## config.mk

```make
export PLATFORM = sky130hd
export DESIGN_NAME = nl_vc_buffers_param
export DESIGN_NICKNAME = d
export VERILOG_FILES = /design/src/rtl/nl_vc_buffers_param.sv
export SDC_FILE = /design/constraint.sdc
export NUM_CORES = 1
export LEC_CHECK = 0
export ABC_AREA = 1
export BUFFER_PORTS_ARGS = -buffer_cell sky130_fd_sc_hd__buf_2
export CORE_UTILIZATION = 25
export DETAILED_ROUTE_END_ITERATION = 12
export SLEW_MARGIN = 20
export SYNTH_ARGS = -nofsm -noshare
export SYNTH_HDL_FRONTEND = slang
export SYNTH_SLANG_ARGS = --single-unit
export TNS_END_PERCENT = 20
```

## constraint.sdc

```tcl
create_clock -name clk -period 4.97 [get_ports clk]
set_input_delay 0.994 -clock clk [delete_from_list [all_inputs] [get_ports clk]]
set_output_delay 0.994 -clock clk [all_outputs]
set_load 0.02 [all_outputs]
```

## src/rtl/nl_vc_buffers_param.sv

```systemverilog
// Input-port VC buffer: N_VC circular FIFOs, binary-addressed push, per-VC pop, one-hot read select.
// Flags come straight from registered counts; credits and sticky errors are registered one edge later.
module nl_vc_buffers_param #(
  parameter  int N_VC   = 4,
  parameter  int DEPTH  = 4,
  parameter  int DATA_W = 64,
  parameter  int NF_TH  = 1,
  localparam int VW     = $clog2(N_VC),
  localparam int CW     = $clog2(DEPTH + 1)
) (
  input  logic                 clk,
  input  logic                 rst_n,
  input  logic                 push,
  input  logic [VW-1:0]        vc_id,
  input  logic [DATA_W-1:0]    data_in,
  input  logic [N_VC-1:0]      pop,
  input  logic [N_VC-1:0]      select,
  output logic [DATA_W-1:0]    data_out,
  output logic [N_VC-1:0]      empty,
  output logic [N_VC-1:0]      nearly_empty,
  output logic [N_VC-1:0]      full,
  output logic [N_VC-1:0]      nearly_full,
  output logic [N_VC*CW-1:0]   occupancy,
  output logic [N_VC-1:0]      credit_out,
  output logic                 overflow_err,
  output logic                 underflow_err,
  input  logic                 err_clr
);

  localparam int PW = $clog2(DEPTH);

  logic [DATA_W-1:0] mem    [N_VC][DEPTH];
  logic [PW-1:0]     wr_ptr [N_VC];
  logic [PW-1:0]     rd_ptr [N_VC];
  logic [CW-1:0]     count  [N_VC];
  logic [N_VC-1:0]   push_ok;
  logic [N_VC-1:0]   pop_ok;
  logic              ovf_now;
  logic              udf_now;
  logic              found;

  function automatic logic [PW-1:0] ptr_inc(input logic [PW-1:0] p);
    return (p == PW'(DEPTH - 1)) ? '0 : p + PW'(1);
  endfunction

  // A full VC still accepts a push when the same VC pops, since a slot frees at the same edge.
  always_comb begin
    pop_ok  = '0;
    push_ok = '0;
    for (int v = 0; v < N_VC; v++) begin
      pop_ok[v]  = pop[v] && (count[v] != '0);
      push_ok[v] = push && (vc_id == VW'(v)) && ((count[v] < CW'(DEPTH)) || pop_ok[v]);
    end
    ovf_now = push && (push_ok == '0);
    udf_now = |(pop & ~pop_ok);
  end

  always_ff @(posedge clk) begin
    if (!rst_n) begin
      for (int v = 0; v < N_VC; v++) begin
        wr_ptr[v] <= '0;
        rd_ptr[v] <= '0;
        count[v]  <= '0;
      end
      credit_out    <= '0;
      overflow_err  <= 1'b0;
      underflow_err <= 1'b0;
    end else begin
      for (int v = 0; v < N_VC; v++) begin
        if (push_ok[v]) wr_ptr[v] <= ptr_inc(wr_ptr[v]);
        if (pop_ok[v])  rd_ptr[v] <= ptr_inc(rd_ptr[v]);
        if (push_ok[v] && !pop_ok[v])      count[v] <= count[v] + CW'(1);
        else if (pop_ok[v] && !push_ok[v]) count[v] <= count[v] - CW'(1);
      end
      credit_out    <= pop_ok;
      overflow_err  <= ovf_now || (overflow_err && !err_clr);
      underflow_err <= udf_now || (underflow_err && !err_clr);
    end
  end

  // Storage is deliberately left unreset; counts alone decide what is valid.
  always_ff @(posedge clk) begin
    if (rst_n) begin
      for (int v = 0; v < N_VC; v++)
        if (push_ok[v]) mem[v][wr_ptr[v]] <= data_in;
    end
  end

  always_comb begin
    data_out = '0;
    found    = 1'b0;
    for (int v = 0; v < N_VC; v++) begin
      if (select[v] && !found) begin
        found = 1'b1;
        if (count[v] != '0) data_out = mem[v][rd_ptr[v]];
      end
    end
  end

  for (genvar g = 0; g < N_VC; g++) begin : g_flags
    assign empty[g]                = (count[g] == '0);
    assign nearly_empty[g]         = (count[g] == CW'(1));
    assign full[g]                 = (count[g] == CW'(DEPTH));
    assign nearly_full[g]          = (count[g] >= CW'(DEPTH - NF_TH));
    assign occupancy[g*CW +: CW]   = count[g];
  end

`ifndef SYNTHESIS
  always_ff @(posedge clk) begin
    if (rst_n) begin
      for (int v = 0; v < N_VC; v++)
        assert (count[v] <= CW'(DEPTH)) else $error("count overrun on vc %0d", v);
      assert ($onehot0(select)) else $error("select not one-hot");
      assert (!$isunknown({push, pop, select, vc_id})) else $error("X on control inputs");
    end
  end
`endif

endmodule

```

* Word level (Yosys, flattened, before mapping)
Memories as Yosys holds them, arrays and structs flattened. Index checks and enable logic that the tools add are counted.
Storage, ports and cells: memories kept 4, input bits 78, bits in registers 6, bits in writable memories 1052, output and inout port bits 98
Memory list:
- mem | words 4, bits a word 256, read ports 4, clocked after Yosys merged registers in 0, write ports 1, RTL line 32 | logic [DATA_W-1:0] mem [N_VC][DEPTH];
- count | words 4, bits a word 3, read ports 4, clocked after Yosys merged registers in 0, write ports 4, RTL line 35 | logic [CW-1:0] count [N_VC];
- rd_ptr | words 4, bits a word 2, read ports 4, clocked after Yosys merged registers in 0, write ports 4, RTL line 34 | logic [PW-1:0] rd_ptr [N_VC];
- wr_ptr | words 4, bits a word 2, read ports 4, clocked after Yosys merged registers in 0, write ports 4, RTL line 33 | logic [PW-1:0] wr_ptr [N_VC];
Cells by class: bitwise logic cells 26, reduce and logical (&&, ||, !) cells 62, order comparisons 20, add/subtract/negate cells 16, multiplexer cells 121, equality and inequality tests 19
Operators with widths (number):
- $mux W256 | 10
- $mux W64 | 20
- $reduce_or A256 Y1 | 3
- $bmux W64 S2 | 4
- $demux W64 S2 | 4
- $mux W1 | 56
- $mux W2 | 19
- $logic_and A1 B1 Y1 | 30
- $ge A3 B3 Y1 const B | 8
- $mux W3 | 8
- $not A2 Y3 | 8
- $eq A2 B2 Y1 const B | 10
- $add A2 B1 Y2 const B | 8
- $or A1 B1 Y1 | 16
- $add A3 B1 Y3 const B | 4
- $eq A3 B1 Y1 const B | 4
- $eq A3 B3 Y1 const B | 4
- $ge A3 B2 Y1 const B | 4
- $logic_not A1 Y1 | 12
- $logic_not A3 Y1 | 4
- $lt A3 B1 Y1 const B | 4
- $lt A3 B3 Y1 const B | 4
- $reduce_bool A3 Y1 | 4
- $sub A3 B1 Y3 const B | 4
- other kinds (7) | 12

* Logic depth before layout (Yosys ltp)
Gate-level depths: netlist of run 1.
depth after elaboration 12, mapped depth 10, mapped depth without buffers 10

* Least setup slack after synthesis of run 1
OpenSTA, ideal clock, no wires.
kind in2reg, start in vc_id[0], end mem mem[0][0] (netlist name), enable pin, data arrival time 4169 ps, setup slack 315 ps, stages 7, library setup time 486 ps, buffers on the path 0, path through nor2_1 -> nand2_1 -> inv_1 -> nand2_1 -> inv_1 -> nand2_1 -> nor2_1
Between the ends: longest elaborated chain between the ends 10, elaborated cells between the ends (all ways) 33
Ends and longest elaborated chain:
- start, declared | RTL line 14 | input logic [VW-1:0] vc_id,
- $eq A2 B1 Y1 | RTL line 52 | push_ok[v] = push && (vc_id == VW'(v)) && ((count[v] < CW'(DEPTH)) || pop_ok[v]);
- $logic_and A1 B1 Y1 (2 in a row) | RTL line 52
- $mux W1 | RTL line 85 | if (push_ok[v]) mem[v][wr_ptr[v]] <= data_in;
- $mux W1 | RTL line 83 | if (rst_n) begin
- $mux W256 (implied by the code) | RTL line 85
- $reduce_or A256 Y1 (no source line)
- $mux W2 (no source line) or $mux W256 (tied branches) (3 in a row)
- end, declared | RTL line 32
Several ways; a longest one is shown, not always the timed one.

==> reports/qor.txt, run 1 <==
Status: complete, no violations
Yosys top cell area share: 74.1%
Count of final setup violators: 0
Largest net degree at the start of global routing: 131
Min cycle time layout: 4.40 ns
Fmax: 227 MHz
Finished Layout Cells: 5847
CP max FO: 38
Hold-fix buffer count after cts: 0
DR DRC count: 0
Seq/Total Area, Yosys: 74.4%
Gate Count Post-Synth: 3391
Synth Register Bits: 1058
First-pass iteration count of the detailed router: 5
Syn avg cell area: 12.6 µm²
Pwr Density: 403 mW/mm²
Asr flop ratio synth: 0%
Syn-to-layout area delta: 16.3%
Routed Antenna Nets: 0
Post-Route Skew: 0.0411 ns
GP Congestion: 0.794
Worst-path clk slew: 0.06 ns
Setup slack after layout: 0.574 ns
Relative slew slack: 43.1%
Placed instance count: 5664
Biggest area consumer among synthesized cells: edfxtp_1
Port bufs: 175
Hold Fails Final Rpt: 0
Cell variety after synth: 36
Leakage power: 0.0171 µW
Kind of critical path: reg2out
Post-detail-place hpwl: 67400 µm
CP Capture Type: output port
Final-report max-slew violation count: 0
CTS tree: built
Largest cells by area after synthesis: edfxtp_1 74%, nand2_1 6.5%, nand3_1 5.4%
WP data required: 3.98 ns
Ys Warns: 0
Die area: 0.172 mm²
Core area: 0.169 mm²
Worst-Skew Late Latency: 0.73 ns
Syn nets: 3509
Worst Path Arrival: 3.40 ns
TritonCTS Buffers: 97
Final net count: 3663
Type of origin of the critical path: flip-flop
Via density: 4.62
Routed WL: 115000 µm
Post-CTS setup buffers: 0
Initial antenna violation count: 17
Clk sinks: 1058
Core Util, Final: 29.3%
Die width: 415 µm
Vias: 27000
Clock root cell: clkbuf_16
Setup WS pre-CTS: 1.03 ns
GRT overflow: 0
Period Utilization, post-route: 88.5%
Drt initial violations: 2344
Setup TNS: 0 ns
Avg WL per Cell: 19.7 µm
Ys flop type: edfxtp_1
Share of post-route cells with drive strength above 1: 12.2%
CTS Buffer Depth: 3
Total power: 20000 µW
Max-cap viol count: 0
Initial core utilization: 25.2%
Row count: 151
RSZ-0062 raised after global routing: no
Tot GR Track Use: 13.0%
Hold Crit Class: reg2reg
Io pins: 176
H-tree depth: 3
First-pass GRT wire length: 170000 µm
Post-Syn Area: 0.0426 mm²
Worst slew pin tran: 0.853 ns
Post-synth EDFFs: 1052
IR drop worst, VDD: 0.000279 V
Vias in the first global route: 26000
Chip Height: 415 µm
Post-CTS sizing: 0
-- synth_stat cells, drive strengths merged, types with 3 or more instances --
library cell / number
edfxtp: 1052
nand2: 748
nand3: 457
nor2: 378
o21ai: 262
buf: 144
inv: 85
o22ai: 66
o211ai: 63
clkbuf: 55
ha: 40
a21oi: 10
dfxtp: 6
nor3: 5
or2: 5
nor3b: 4
nand4: 3
-- where the power goes --
part,switching [µW],internal (µW)
clock,3400,4250
sequential,52.7,9910
combinational,1710,641
-- layer usage --
layer	wire, µm	track usage (%)	vias up	part of all wire (%)
met4	3330	4.48	20	2.9
met2	57100	22.3	810	50
met5	126	0	-	0.11
li1	-	-	12400	-
met1	48000	16.5	13600	42
met3	6650	2.15	188	5.8
-- through the flow --
step                      area [µm²]  hold WS [ns]
after floorplan                42600         0.547
after global placement         46300         0.468
after detailed placement       46300         0.473
after CTS                      49600         0.486
after global routing           49600         0.507
final                          49600         0.485
-- worst paths after layout --
path	from	to	slack (ns)	cells past startpoint
worst max-delay path	count[2][0]	data_out[51]	0.57	10
worst min-delay path	overflow_err	overflow_err	0.48	2
worst max register to register	count[1][2]	mem[1][200]	2.23	4
worst min register to register	overflow_err	overflow_err	0.48	2
-- registers in the layout (all words and copies together) (netlist names) --
signal	count
mem	1024
overflow_err	1
wr_ptr	8
underflow_err	1
count	12
credit_out	4
rd_ptr	8
-- cell usage in the layout, fill, tap and decap left out, types with 5 or more instances in the layout --
| cell | instances |
|---|---|
| nand2_1 | 744 |
| bufinv_16 | 12 |
| clkbuf_1 | 14 |
| nand3_1 | 456 |
| clkbuf_16 | 97 |
| o21ai_0 | 197 |
| o22ai_1 | 66 |
| inv_1 | 72 |
| buf_2 | 175 |
| inv_2 | 8 |
| nor2_1 | 353 |
| o21ai_1 | 65 |
| a21oi_1 | 8 |
| clkinv_2 | 14 |
| nor2_4 | 19 |
| nor2_2 | 5 |
| nor3_1 | 5 |
| clkinv_1 | 28 |
| buf_12 | 33 |
| o211ai_1 | 63 |
| inv_4 | 5 |
| edfxtp_1 | 1052 |
| buf_4 | 46 |
| clkinvlp_4 | 7 |
| dfxtp_1 | 6 |
| ha_1 | 40 |
-- cells by family after synthesis --
| family | Yosys count | synth area share, % |
|---|---|---|
| adders and majority gates | 40 | 1.17 |
| DFF | 1058 | 74.4 |
| xor gates and xnor gates | 4 | 0.0822 |
| buffers and inverters | 285 | 3.35 |
| and+or+nand+nor | 1602 | 15.7 |
| AOI/OAI and AO/OA | 402 | 5.30 |
-- critical path, stage by stage (launching register included) --
cell,delay (ns)
edfxtp_1,0.45
inv_1,0.13
ha_1,0.21
nand2_2,0.10
nand3_4,0.11
buf_4,0.40
buf_4,0.56
nand3_1,0.18
nand2_1,0.10
nand2_1,0.14
buf_2,0.20
-- final cells by class --
cell class / instances / area (µm²)
inverters: 86 / 340
clock buffers: 111 / 2480
multi-input cells: 2048 / 9630
fillers: 16900 / 120000
clock inverters: 70 / 764
diodes: 2 / 5.00
well taps: 2218 / 2780
repair buffers: 254 / 1880
flip-flops and latches: 1058 / 31700
(Power assumes the default switching activity.)
==> inputs of run 2 (changes only) <==
--- a/constraint.sdc
+++ b/constraint.sdc
@@ -3,2 +3,2 @@
 set_output_delay 0.994 -clock clk [all_outputs]
-set_load 0.02 [all_outputs]
+set_load 0.1 [all_outputs]
==> run 2 against run 1 <==
Effect of this change:
- flip-flop and latch count stayed put
- first-iteration DRC count fell by 7.5%
- cell count fell by 0.19%
- die area unchanged
- critical path depth stayed put
- hold slack gained 0.011 ns
- clock power down 2%
- critical path type unchanged
==> reports/qor.txt, run 2 (synthesis gave the netlist of run 1 again) <==
Period Utilization, post-route: 88.3%
GP Congestion: 0.776
Post-detail-place hpwl: 67200 µm
Crit-path max cell delay: 0.50 ns
Setup WS pre-CTS: 0.907 ns
Cell chain of the critical path: inv_1, ha_1, nand2_2, nand3_4, buf_4, buf_4, nand3_1, nand2_1, nand2_1, buf_2
Slowest cell on the critical path: buf_4
Post-route cell area: 0.0494 mm²
Pwr Density: 418 mW/mm²
CTS Buffer Depth: 3
Clk sinks: 1058
Hold Crit Class: reg2reg
Status: complete, no violations
WP buf/inv: 4
Placed Area: 0.0462 mm²
WP data required: 3.98 ns
CP Capture Type: output port
CP endpoint: data_out[51]
Final net count: 3656
Die width: 415 µm
Initial core utilization: 25.2%
Setup slack, reg-to-reg: 2.15 ns
Min cycle time layout: 4.39 ns
Syn-to-layout area delta: 15.9%
Port bufs: 175
Tot GR Track Use: 13.4%
Count of final setup violators: 0
DR DRC count: 0
Reg2reg start: count[1][2]
Largest net degree at the start of global routing: 131
CP max FO: 37
GRT overflow: 0
Worst-path clk slew: 0.07 ns
CTS tree: built
Worst Path Arrival: 3.40 ns
Fmax: 228 MHz
Drt initial violations: 2168
Chip Height: 415 µm
Row count: 151
Hold-fix buffer count after cts: 0
Avg WL per Cell: 20.2 µm
Max-cap viol count: 0
TritonCTS Buffers: 100
Worst slew pin tran: 1.03 ns
Total number of cells along the worst setup path: 10
First-pass iteration count of the detailed router: 7
Crit path max-delay family: buffers and inverters
Hold Fails Final Rpt: 0
Max FFs per register: 1024
Clock root cell: clkbuf_16
Core area: 0.169 mm²
Met2 usage: 23.3%
RSZ-0062 raised after global routing: no
Post-CTS sizing: 0
Routed WL: 118000 µm
Fillcell total: 16900
Worst R2R Path Depth: 4
Type of origin of the critical path: flip-flop
Vias: 26900
Routed Antenna Nets: 0
First-pass GRT wire length: 173000 µm
Leakage power: 0.0170 µW
Capturing point of the worst reg2reg path: mem[1][160]
M1 GR Usage: 16.6%
Io pins: 176
Post-Route Skew: 0.0263 ns
Most common cell after layout, fill and taps aside: edfxtp_1
Worst-Skew Late Latency: 0.70 ns
Setup slack after layout: 0.579 ns
IR drop worst, VDD: 0.000246 V
Vias in the first global route: 26300
Post-CTS setup buffers: 0
Worst setup path startpoint: count[2][0]
Layer with the highest usage: met2
Total power: 20700 µW
Setup TNS: 0 ns
Leading cell types in the layout, fill and taps excluded: 1052 x edfxtp_1, 744 x nand2_1, 456 x nand3_1, 353 x nor2_1, 197 x o21ai_0
Share of post-route cells with drive strength above 1: 11.8%
Met3 usage: 2.44%
Relative slew slack: 31.2%
Die area: 0.172 mm²
H-tree depth: 3
Final-report max-slew violation count: 0
Kind of critical path: reg2out
Initial antenna violation count: 18
Via density: 4.61
run 2: changes by cell type in the layout (fill, tap and decap cells not counted), sizes merged, moves of 4 or more:
cell	change
clkinv	-4
clkbuf	+14
bufinv	-5
clkinvlp	-4
buf	-10
run 2: power by group:
| group | leakage [µW] | internal (µW) | total (µW) | switching [µW] |
|---|---|---|---|---|
| clock | 0.00154 | 4150 | 7500 | 3350 |
| combinational | 0.00588 | 643 | 3210 | 2570 |
| sequential | 0.00957 | 9910 | 9960 | 50.4 |
run 2: worst register-to-register path: cells and delay by family, from the launching register on:
kind | cells | cell delay (ns)
flops | 1 | 0.55
compound gates | 1 | 0.32
buf+inv | 1 | 0.48
simple gates | 2 | 1.11
run 2: final cells by class:
class | instances | area, µm² | share of cell area [%]
Sequential cell | 1058 | 31700 | 64.2
Multi-Input combinational cell | 2048 | 9630 | 19.5
Tap cell | 2218 | 2780 | 5.62
Clock buffer | 125 | 2640 | 5.34
Timing Repair Buffer | 244 | 1800 | 3.64
Clock inverter | 56 | 533 | 1.08
Inverter | 86 | 340 | 0.689
Antenna cell | 1 | 2.50 | 0.00506
run 2: per-stage QoR:
stage | hold slack [ns] | utilization, % | cells
4_1_cts | 0.490 | 29.2 | 5835
3_3_place_gp | 0.466 | 27.3 | 5654
6_report | 0.495 | 29.2 | 5836
2_1_floorplan | 0.596 | - | 3391
5_1_grt | 0.504 | 29.2 | 5835
3_5_place_dp | 0.479 | 27.3 | 5654
run 2: routing by layer:
| metal | share of wire [%] | vias to the layer above |
|---|---|---|
| met5 | 0.13 | - |
| met4 | 2.8 | 28 |
| met3 | 5.9 | 198 |
| met2 | 51 | 815 |
| met1 | 41 | 13400 |
| li1 | - | 12400 |
run 2: worst min-delay path by stage:
stage / cells after the start / from / end
3_3_place_gp: 2 / overflow_err / overflow_err
4_1_cts: 2 / overflow_err / overflow_err
3_5_place_dp: 2 / overflow_err / overflow_err
2_1_floorplan: 1 / wr_ptr[0][0] / wr_ptr[0][0]
6_report: 2 / overflow_err / overflow_err
5_1_grt: 2 / overflow_err / overflow_err
